File: config.mk
export PLATFORM = sky130hd
export DESIGN_NAME = mem2apb_bridge
export DESIGN_NICKNAME = d
export VERILOG_FILES = /design/src/rtl/mem2apb_bridge.sv
export SDC_FILE = /design/constraint.sdc
export NUM_CORES = 1
export LEC_CHECK = 0
export BUFFER_PORTS_ARGS = -buffer_cell sky130_fd_sc_hd__buf_2
export CORE_MARGIN = 5
export CORE_UTILIZATION = 31
export CTS_CLUSTER_DIAMETER = 200
export DETAILED_ROUTE_END_ITERATION = 7
export MAX_ROUTING_LAYER = met4
export PLACE_DENSITY = 0.64
export SYNTH_ARGS = -nofsm -noshare
export SYNTH_HDL_FRONTEND = slang
export SYNTH_SLANG_ARGS = --single-unit
File: constraint.sdc
create_clock -name clk_i -period 1.64 [get_ports clk_i]
set_input_delay 0.082 -clock clk_i [delete_from_list [all_inputs] [get_ports clk_i]]
set_output_delay 0.082 -clock clk_i [all_outputs]
set_load 0.01 [all_outputs]
File: src/rtl/mem2apb_bridge.sv
// mem2apb_bridge: core-side req/gnt/rvalid memory port to APB master bridge with wait-state timeout
module mem2apb_bridge #(
    parameter int APB_ADDR_WIDTH = 32,
    parameter int APB_DATA_WIDTH = 32,
    parameter int TIMEOUT_CYCLES = 255
) (
    input  logic                        clk_i,
    input  logic                        rst_ni,
    input  logic                        req_i,
    input  logic [APB_ADDR_WIDTH-1:0]   addr_i,
    input  logic                        we_i,
    input  logic [APB_DATA_WIDTH/8-1:0] be_i,
    input  logic [APB_DATA_WIDTH-1:0]   wdata_i,
    output logic                        gnt_o,
    output logic                        rvalid_o,
    output logic [APB_DATA_WIDTH-1:0]   rdata_o,
    output logic                        err_o,
    output logic [APB_ADDR_WIDTH-1:0]   paddr_o,
    output logic [APB_DATA_WIDTH-1:0]   pwdata_o,
    output logic                        pwrite_o,
    output logic                        psel_o,
    output logic                        penable_o,
    input  logic [APB_DATA_WIDTH-1:0]   prdata_i,
    input  logic                        pready_i,
    input  logic                        pslverr_i
);
    typedef enum logic [1:0] {IDLE, SETUP, ACCESS, RESP} state_t;

    // The last ACCESS cycle allowed to wait; the counter reaches TIMEOUT_CYCLES as it aborts.
    localparam logic [15:0] TMO_LAST = 16'(TIMEOUT_CYCLES - 1);

    state_t      state;
    logic [15:0] cnt;

    assign gnt_o = req_i && (state == IDLE || state == RESP);

    // Single FSM; every APB and response output is registered alongside the state.
    always_ff @(posedge clk_i or negedge rst_ni) begin
        if (!rst_ni) begin
            state     <= IDLE;
            cnt       <= '0;
            psel_o    <= 1'b0;
            penable_o <= 1'b0;
            pwrite_o  <= 1'b0;
            paddr_o   <= '0;
            pwdata_o  <= '0;
            rdata_o   <= '0;
            err_o     <= 1'b0;
            rvalid_o  <= 1'b0;
        end else begin
            rvalid_o <= 1'b0;
            case (state)
                IDLE, RESP: begin
                    psel_o    <= 1'b0;
                    penable_o <= 1'b0;
                    if (gnt_o) begin
                        paddr_o  <= addr_i;
                        pwrite_o <= we_i;
                        pwdata_o <= wdata_i;
                        if (we_i && !(&be_i)) begin
                            state    <= RESP;
                            rvalid_o <= 1'b1;
                            err_o    <= 1'b1;
                            rdata_o  <= '0;
                        end else begin
                            state  <= SETUP;
                            psel_o <= 1'b1;
                            cnt    <= '0;
                        end
                    end else begin
                        state <= IDLE;
                    end
                end
                SETUP: begin
                    state     <= ACCESS;
                    penable_o <= 1'b1;
                end
                ACCESS: begin
                    if (pready_i) begin
                        state     <= RESP;
                        psel_o    <= 1'b0;
                        penable_o <= 1'b0;
                        rvalid_o  <= 1'b1;
                        err_o     <= pslverr_i;
                        rdata_o   <= pwrite_o ? '0 : prdata_i;
                    end else begin
                        cnt <= cnt + 16'd1;
                        if (cnt == TMO_LAST) begin
                            state     <= RESP;
                            psel_o    <= 1'b0;
                            penable_o <= 1'b0;
                            rvalid_o  <= 1'b1;
                            err_o     <= 1'b1;
                            rdata_o   <= '0;
                        end
                    end
                end
                default: state <= IDLE;
            endcase
        end
    end
endmodule

**After elaboration in Yosys (flattened, before gate mapping)**

Index checks and enable logic that the tools add are counted.

- Add/sub/neg operators: 1
- $mul: 0
- Divide/modulo/power cells: 0
- $lt $le $gt $ge: 0
- Equality and inequality tests: 9
- Shift-type cells: 0
- Muxes and demuxes: 31
- Bitwise operators: 0
- Reduce and logical (&&, ||, !) cells: 12

Operator list:

| kind | number |
|---|---|
| 32-bit 2-to-1 mux | 5 |
| 32-bit one-hot mux with 2 select lines | 1 |
| 16-bit 2-to-1 mux | 3 |
| 16-bit one-hot mux with 2 select lines | 1 |
| 16-bit by 1-bit adder with 16-bit output, second input constant | 1 |
| 16-bit by 8-bit equality test with 1-bit output, second input constant | 1 |
| 1-bit 2-to-1 mux | 12 |
| 4-bit AND reduction | 3 |
| 2-bit 2-to-1 mux | 4 |
| 2-bit != test, second input constant | 4 |
| 1-bit one-hot mux with 2 select lines | 3 |
| 2-bit one-hot mux with 3 select lines | 1 |
| 2-bit equality test, second input constant | 2 |
| 2-bit AND reduction | 2 |
| 3-bit != test, second input constant | 1 |
| 1-bit one-hot mux with 3 select lines | 1 |
| 2-bit by 1-bit equality test with 1-bit output, second input constant | 1 |
| 1-bit logical AND | 2 |
| 2-bit logical NOT | 1 |
| 2-bit nonzero test | 1 |
| 2-bit OR reduction | 1 |
| 1-bit logical NOT | 1 |
| 1-bit logical OR | 1 |

- Register bits: 119
- Bits in latches: 0
- RAM bits: 0
- Memory bits (read-only): 0
- Output and inout bits: 102
- Word-level logic and storage cells: 63
- Memories: 0

**Depth between registers and ports, before layout**

- Word-level depth: 6
- Gate-level depth with buffers: 8
- Depth with buffers taken out: 7

**Worst setup path after synthesis**

Ideal clock, no wire load.

- Path kind: flip-flop to flip-flop
- From: register state[0]
- To: register paddr_o[0]
- Library setup time: 0.125 ns
- Arrival: 1.675 ns
- Required time: 1.515 ns
- Path slack: -0.159 ns
- Cell stages (with the launch flop): 8
- Path buffers: 2
- Clock period less this slack: 1.799 ns
- Cell sequence: dfrtp_1 -> inv_1 -> ha_1 -> nand2_1 -> inv_1 -> buf_2 -> buf_2 -> mux2_2

- Word-level cells in the longest chain between the ends: 4

RTL lines:

| what | RTL line | RTL |
|---|---|---|
| from (decl) | 32 | `state_t state;` |
| from (signal assigned) | 40 | `state <= IDLE;` |
| from (signal assigned) | 61 | `state <= RESP;` |
| from (signal assigned) | 66 | `state <= SETUP;` |
| 2-bit equality test / 2-bit logical NOT (equally long branches) | 35, 52 |  |
| 1-bit logical OR | 35 | `assign gnt_o = req_i && (state == IDLE \|\| state == RESP);` |
| 1-bit logical AND | 35 |  |
| 2-bit AND reduction (no source line) (*) | n/a |  |
| to (signal assigned) | 57 | `paddr_o <= addr_i;` |
| to (decl) | 18 | `output logic [APB_ADDR_WIDTH-1:0] paddr_o,` |

Every way passes the cells marked *; elsewhere a longest branch is shown, timed or not.
A chain may end at the register's enable or synchronous reset.

**Worst setup path in the final report**

- From: register cnt[0]
- To: register rdata_o[26]

- Word-level cells in the longest chain between the ends: 3

RTL lines:

| what | RTL line | RTL |
|---|---|---|
| from (decl) | 33 | `logic [15:0] cnt;` |
| from (signal assigned) | 87 | `cnt <= cnt + 16'd1;` |
| 16-bit by 8-bit equality test with 1-bit output | 88 | `if (cnt == TMO_LAST) begin` |
| 3-bit != test (no source line) | n/a |  |
| 4-bit AND reduction (no source line) | n/a |  |
| to (signal assigned) | 85 | `rdata_o <= pwrite_o ? '0 : prdata_i;` |
| to (decl) | 16 | `output logic [APB_DATA_WIDTH-1:0] rdata_o,` |

No other way between the ends.

==> summary.txt <==
Finish
  – Final instance area: 0.008990 mm2
  – Diodes inserted: 0
  – Area Growth Syn to Fin: 82.64%
  – Nets: 845
  – Share of layout cells above drive strength 1: 0.5775

STA
  – Post-route setup slack: -0.2041 ns
  – RSZ-0062 raised after global routing: yes
  – Rel. slew slack: 0.5722
  – Tcrit/Tclk final: 1.124
  – Endpoints failing hold: 0
  – Tmin final: 1.844 ns
  – Least-Margin Pin Slew: 0.6418 ns
  – Worst Clk Skew: 0.01425 ns
  – Final slew viol count: 0
  – Setup TNS: -6.951 ns
  – Final setup viols: 75
  – Max Fclk: 542.3 MHz

Worst setup path
  – Worst stage delay on the critical path: 0.39 ns
  – WS Path Type: flip-flop to flip-flop
  – Worst path cell trace: inv_2 -> ha_4 -> nor4b_4 -> a41oi_4 -> a22o_4 -> a22o_2
  – Crit Reg-Reg Startpoint: cnt[0]$_DFFE_PN0P_
  – Reg2reg path depth: 6
  – Reg-to-reg setup timing slack: -0.20 ns
  – Crit path max-delay cell type: dfrtp_1
  – Max FO, Critical Path: 6
  – Worst EP required: 1.93 ns
  – Critical Path Sink Type: flip-flop
  – WP data arrival: 2.14 ns
  – RR Endpoint: rdata_o[26]$_DFFE_PN0P_
  – CP startpoint kind: flip-flop

Synthesis
  – Synth Net Count: 467
  – Ys async rst share: 1.000
  – Post-synth top area share: 0.6050
  – Synth Cell Area: 0.004922 mm2
  – Syn Inst Count: 357
  – Synth area leader: dfrtp_1
  – Synth Flop Type: dfrtp_1
  – #FFs+latches synth: 119
  – Number of flops mapped to enable cells by yosys: 0
  – Yosys cell types: 52
  – Ys Warns: 0
  – Post-synthesis sequential area ratio: 0.6050
  – Dominant cells by area after synthesis: dfrtp_1 (60%), mux2_2 (15%), a22o_1 (5.2%)
  – Syn_area_per_cell: 13.79 um2

Global routing
  – Largest net degree at the start of global routing: 120
  – Total GRT Usage: 0.1957
  – Vias in the first global route: 5,166
  – Initial antenna violation count: 0
  – GRT Residual Overflow: 0
  – Global-route wire length before repair: 27,060 um

Clock tree
  – TritonCTS Sinks: 119
  – Cts bufs inserted: 17
  – CTS tree: built
  – Root buffer cell: clkbuf_16
  – Later-pin clock latency in the skew report: 0.41 ns
  – Clock-pin slew on the worst setup and hold paths: 0.05 ns
  – H-tree levels: 4
  – Longest Clk Path Bufs: 2

Floorplan
  – Vert. Die Dim: 136.0 um
  – Die ar.: 0.01850 mm2
  – Row Count: 46
  – Starting Density: 0.3133
  – Die width: 136.0 um
  – Core Area: 0.01571 mm2
  – # IOs: 208

Power and ir drop
  – Total power: 17.64 mW
  – Pleak: 4.356 nW
  – Switching Fraction: 0.3579
  – Net Sw Power: 6.311 mW
  – Combinational share of power: 0.513
  – Sequential Power Share: 0.282
  – Internal: 11.32 mW
  – PD cells: 1962 mW/mm2
  – Clk network pwr share: 0.205
  – Peak VDD IR: 973.4 uV

Detailed routing
  – Routed len/inst: 18.88 um
  – Final WL: 18,200 um
  – Starting DRT DRC Count: 235
  – DR vias: 4,733
  – DRT antenna net count: 0
  – 1st-pass router iterations: 4
  – Via density: 4.910
  – Remaining DRCs: 0

Worst hold path
  – Worst min path class: input port to flip-flop
  – Critical hold path startpoint: req_i
  – Hold path depth: 3
  – Hold endpoint: state[1]$_DFFE_PN0P_

Outcome
  – Status: finished with violations
  – Failing checks: negative setup slack

Placed design
  – Port Buf Inserts: 207
  – Placed cell area: 0.006501 mm2
  – Setup Slack @ Placement: -0.2817 ns
  – Dpl hpwl: 9521 um
  – RD Place Congestion: 0.8528

Job
  – Max_cap viols: 0
[cell usage in the layout, fill, tap and decap left out, types with 4 or more instances in the layout]
master	n
ha_4	4
clkinv_2	4
nand3_2	4
buf_2	205
nand3_1	10
mux2_4	45
buf_16	4
buf_12	5
o211ai_1	5
a22o_4	5
or4_4	4
buf_4	41
clkinvlp_4	4
nand2_1	21
clkbuf_16	18
buf_6	15
mux2_2	20
dfrtp_1	117
nand2_2	4
nand4_1	4
dlygate4sd3_1	99
a22o_1	29
[worst max-delay path: cells and delay by family, from the launching register on]
family	cells	cell delay, ns
fa+ha+maj	1	0.13
flops	1	0.39
simple gates	1	0.26
compound gates	3	0.86
buf+inv	1	0.09
[state kept, by name (all words and copies together), names as in the netlist]
name       cells
rdata_o       32
penable_o      1
cnt           16
rvalid_o       1
pwdata_o      32
psel_o         1
paddr_o       32
err_o          1
state          2
pwrite_o       1
[per-layer routing]
layer  part of all wire  routed length [um]  track usage
met1               0.40                7307       0.2207
met5                  0                   0            -
met3              0.060                1097      0.05774
met2               0.51                9305       0.3209
met4              0.027                 488      0.09071
[through the flow]
step | hold slack (ns) | utilization | cells
2_1_floorplan | -0.2136 | - | 357
3_3_place_gp | 0.2156 | 0.4138 | 803
3_5_place_dp | 0.2200 | 0.4138 | 803
4_1_cts | 0.002557 | 0.5545 | 956
5_1_grt | 0.03442 | 0.5721 | 964
6_report | 0.04470 | 0.5721 | 964
[power by group through the flow]
| stage | Clock [mW] | Sequential [mW] | Combinational [mW] |
|---|---|---|---|
| floorplan | 0 | 5.48 | 3.07 |
| finish | 3.61 | 4.98 | 9.05 |
| global placement | 0 | 4.88 | 5.91 |
| CTS | 3.69 | 4.94 | 8.27 |
| detailed placement | 0 | 4.93 | 6.07 |
| global route | 3.85 | 5.14 | 9.55 |
[how the worst max path moves through the flow]
stage / cells past startpoint / end / slack (ns) / from
6_report: 6 / rdata_o[26]$_DFFE_PN0P_ / -0.20 / cnt[0]$_DFFE_PN0P_
2_1_floorplan: 7 / rdata_o[16]$_DFFE_PN0P_ / -0.04 / cnt[0]$_DFFE_PN0P_
3_5_place_dp: 6 / cnt[11]$_DFFE_PN0P_ / -0.28 / state[0]$_DFFE_PN0P_
5_1_grt: 6 / rdata_o[13]$_DFFE_PN0P_ / -0.22 / cnt[0]$_DFFE_PN0P_
4_1_cts: 6 / rdata_o[25]$_DFFE_PN0P_ / -0.18 / cnt[0]$_DFFE_PN0P_
3_3_place_gp: 7 / cnt[4]$_DFFE_PN0P_ / -0.19 / state[0]$_DFFE_PN0P_
[logic make-up after synthesis]
kind of cell | Yosys count | synth area share
flip-flops | 119 | 0.6050
AND/OR/NAND/NOR | 81 | 0.09863
AO/OA/AOI/OAI | 64 | 0.1116
buffers and inverters | 24 | 0.02593
multiplexers | 65 | 0.1487
adder cells (fa/ha/maj) | 4 | 0.01017
[synthesized netlist by cell type (all sizes together), types with 5 or more instances]
library cell    n
a21oi           7
a22o           33
buf            14
dfrtp         119
inv             6
mux2           65
nand2          28
nand3          16
nand4           5
o211ai          7
or4             7
[repair_timing]
action | 4_1_cts | 5_1_grt
pin swaps | 18 | 25
gates resized for setup | 84 | 52
buffers inserted | 12 | 8
gates cloned | 10 | 2
setup endpoints to repair | 109 | 116
endpoints found under the hold margin | 217 | 0
hold buffers | 99 | 0
[final cells by class]
class / instances / area, um2
clock inverters: 12 / 127.6
inverters: 6 / 35.03
multi-input cells: 219 / 2371
flip-flops and latches: 119 / 2980
repair buffers: 372 / 2759
well taps: 216 / 270.3
clock buffers: 20 / 446.7
fillers: 1228 / 6723
Power figures use the tool's default switching activity.
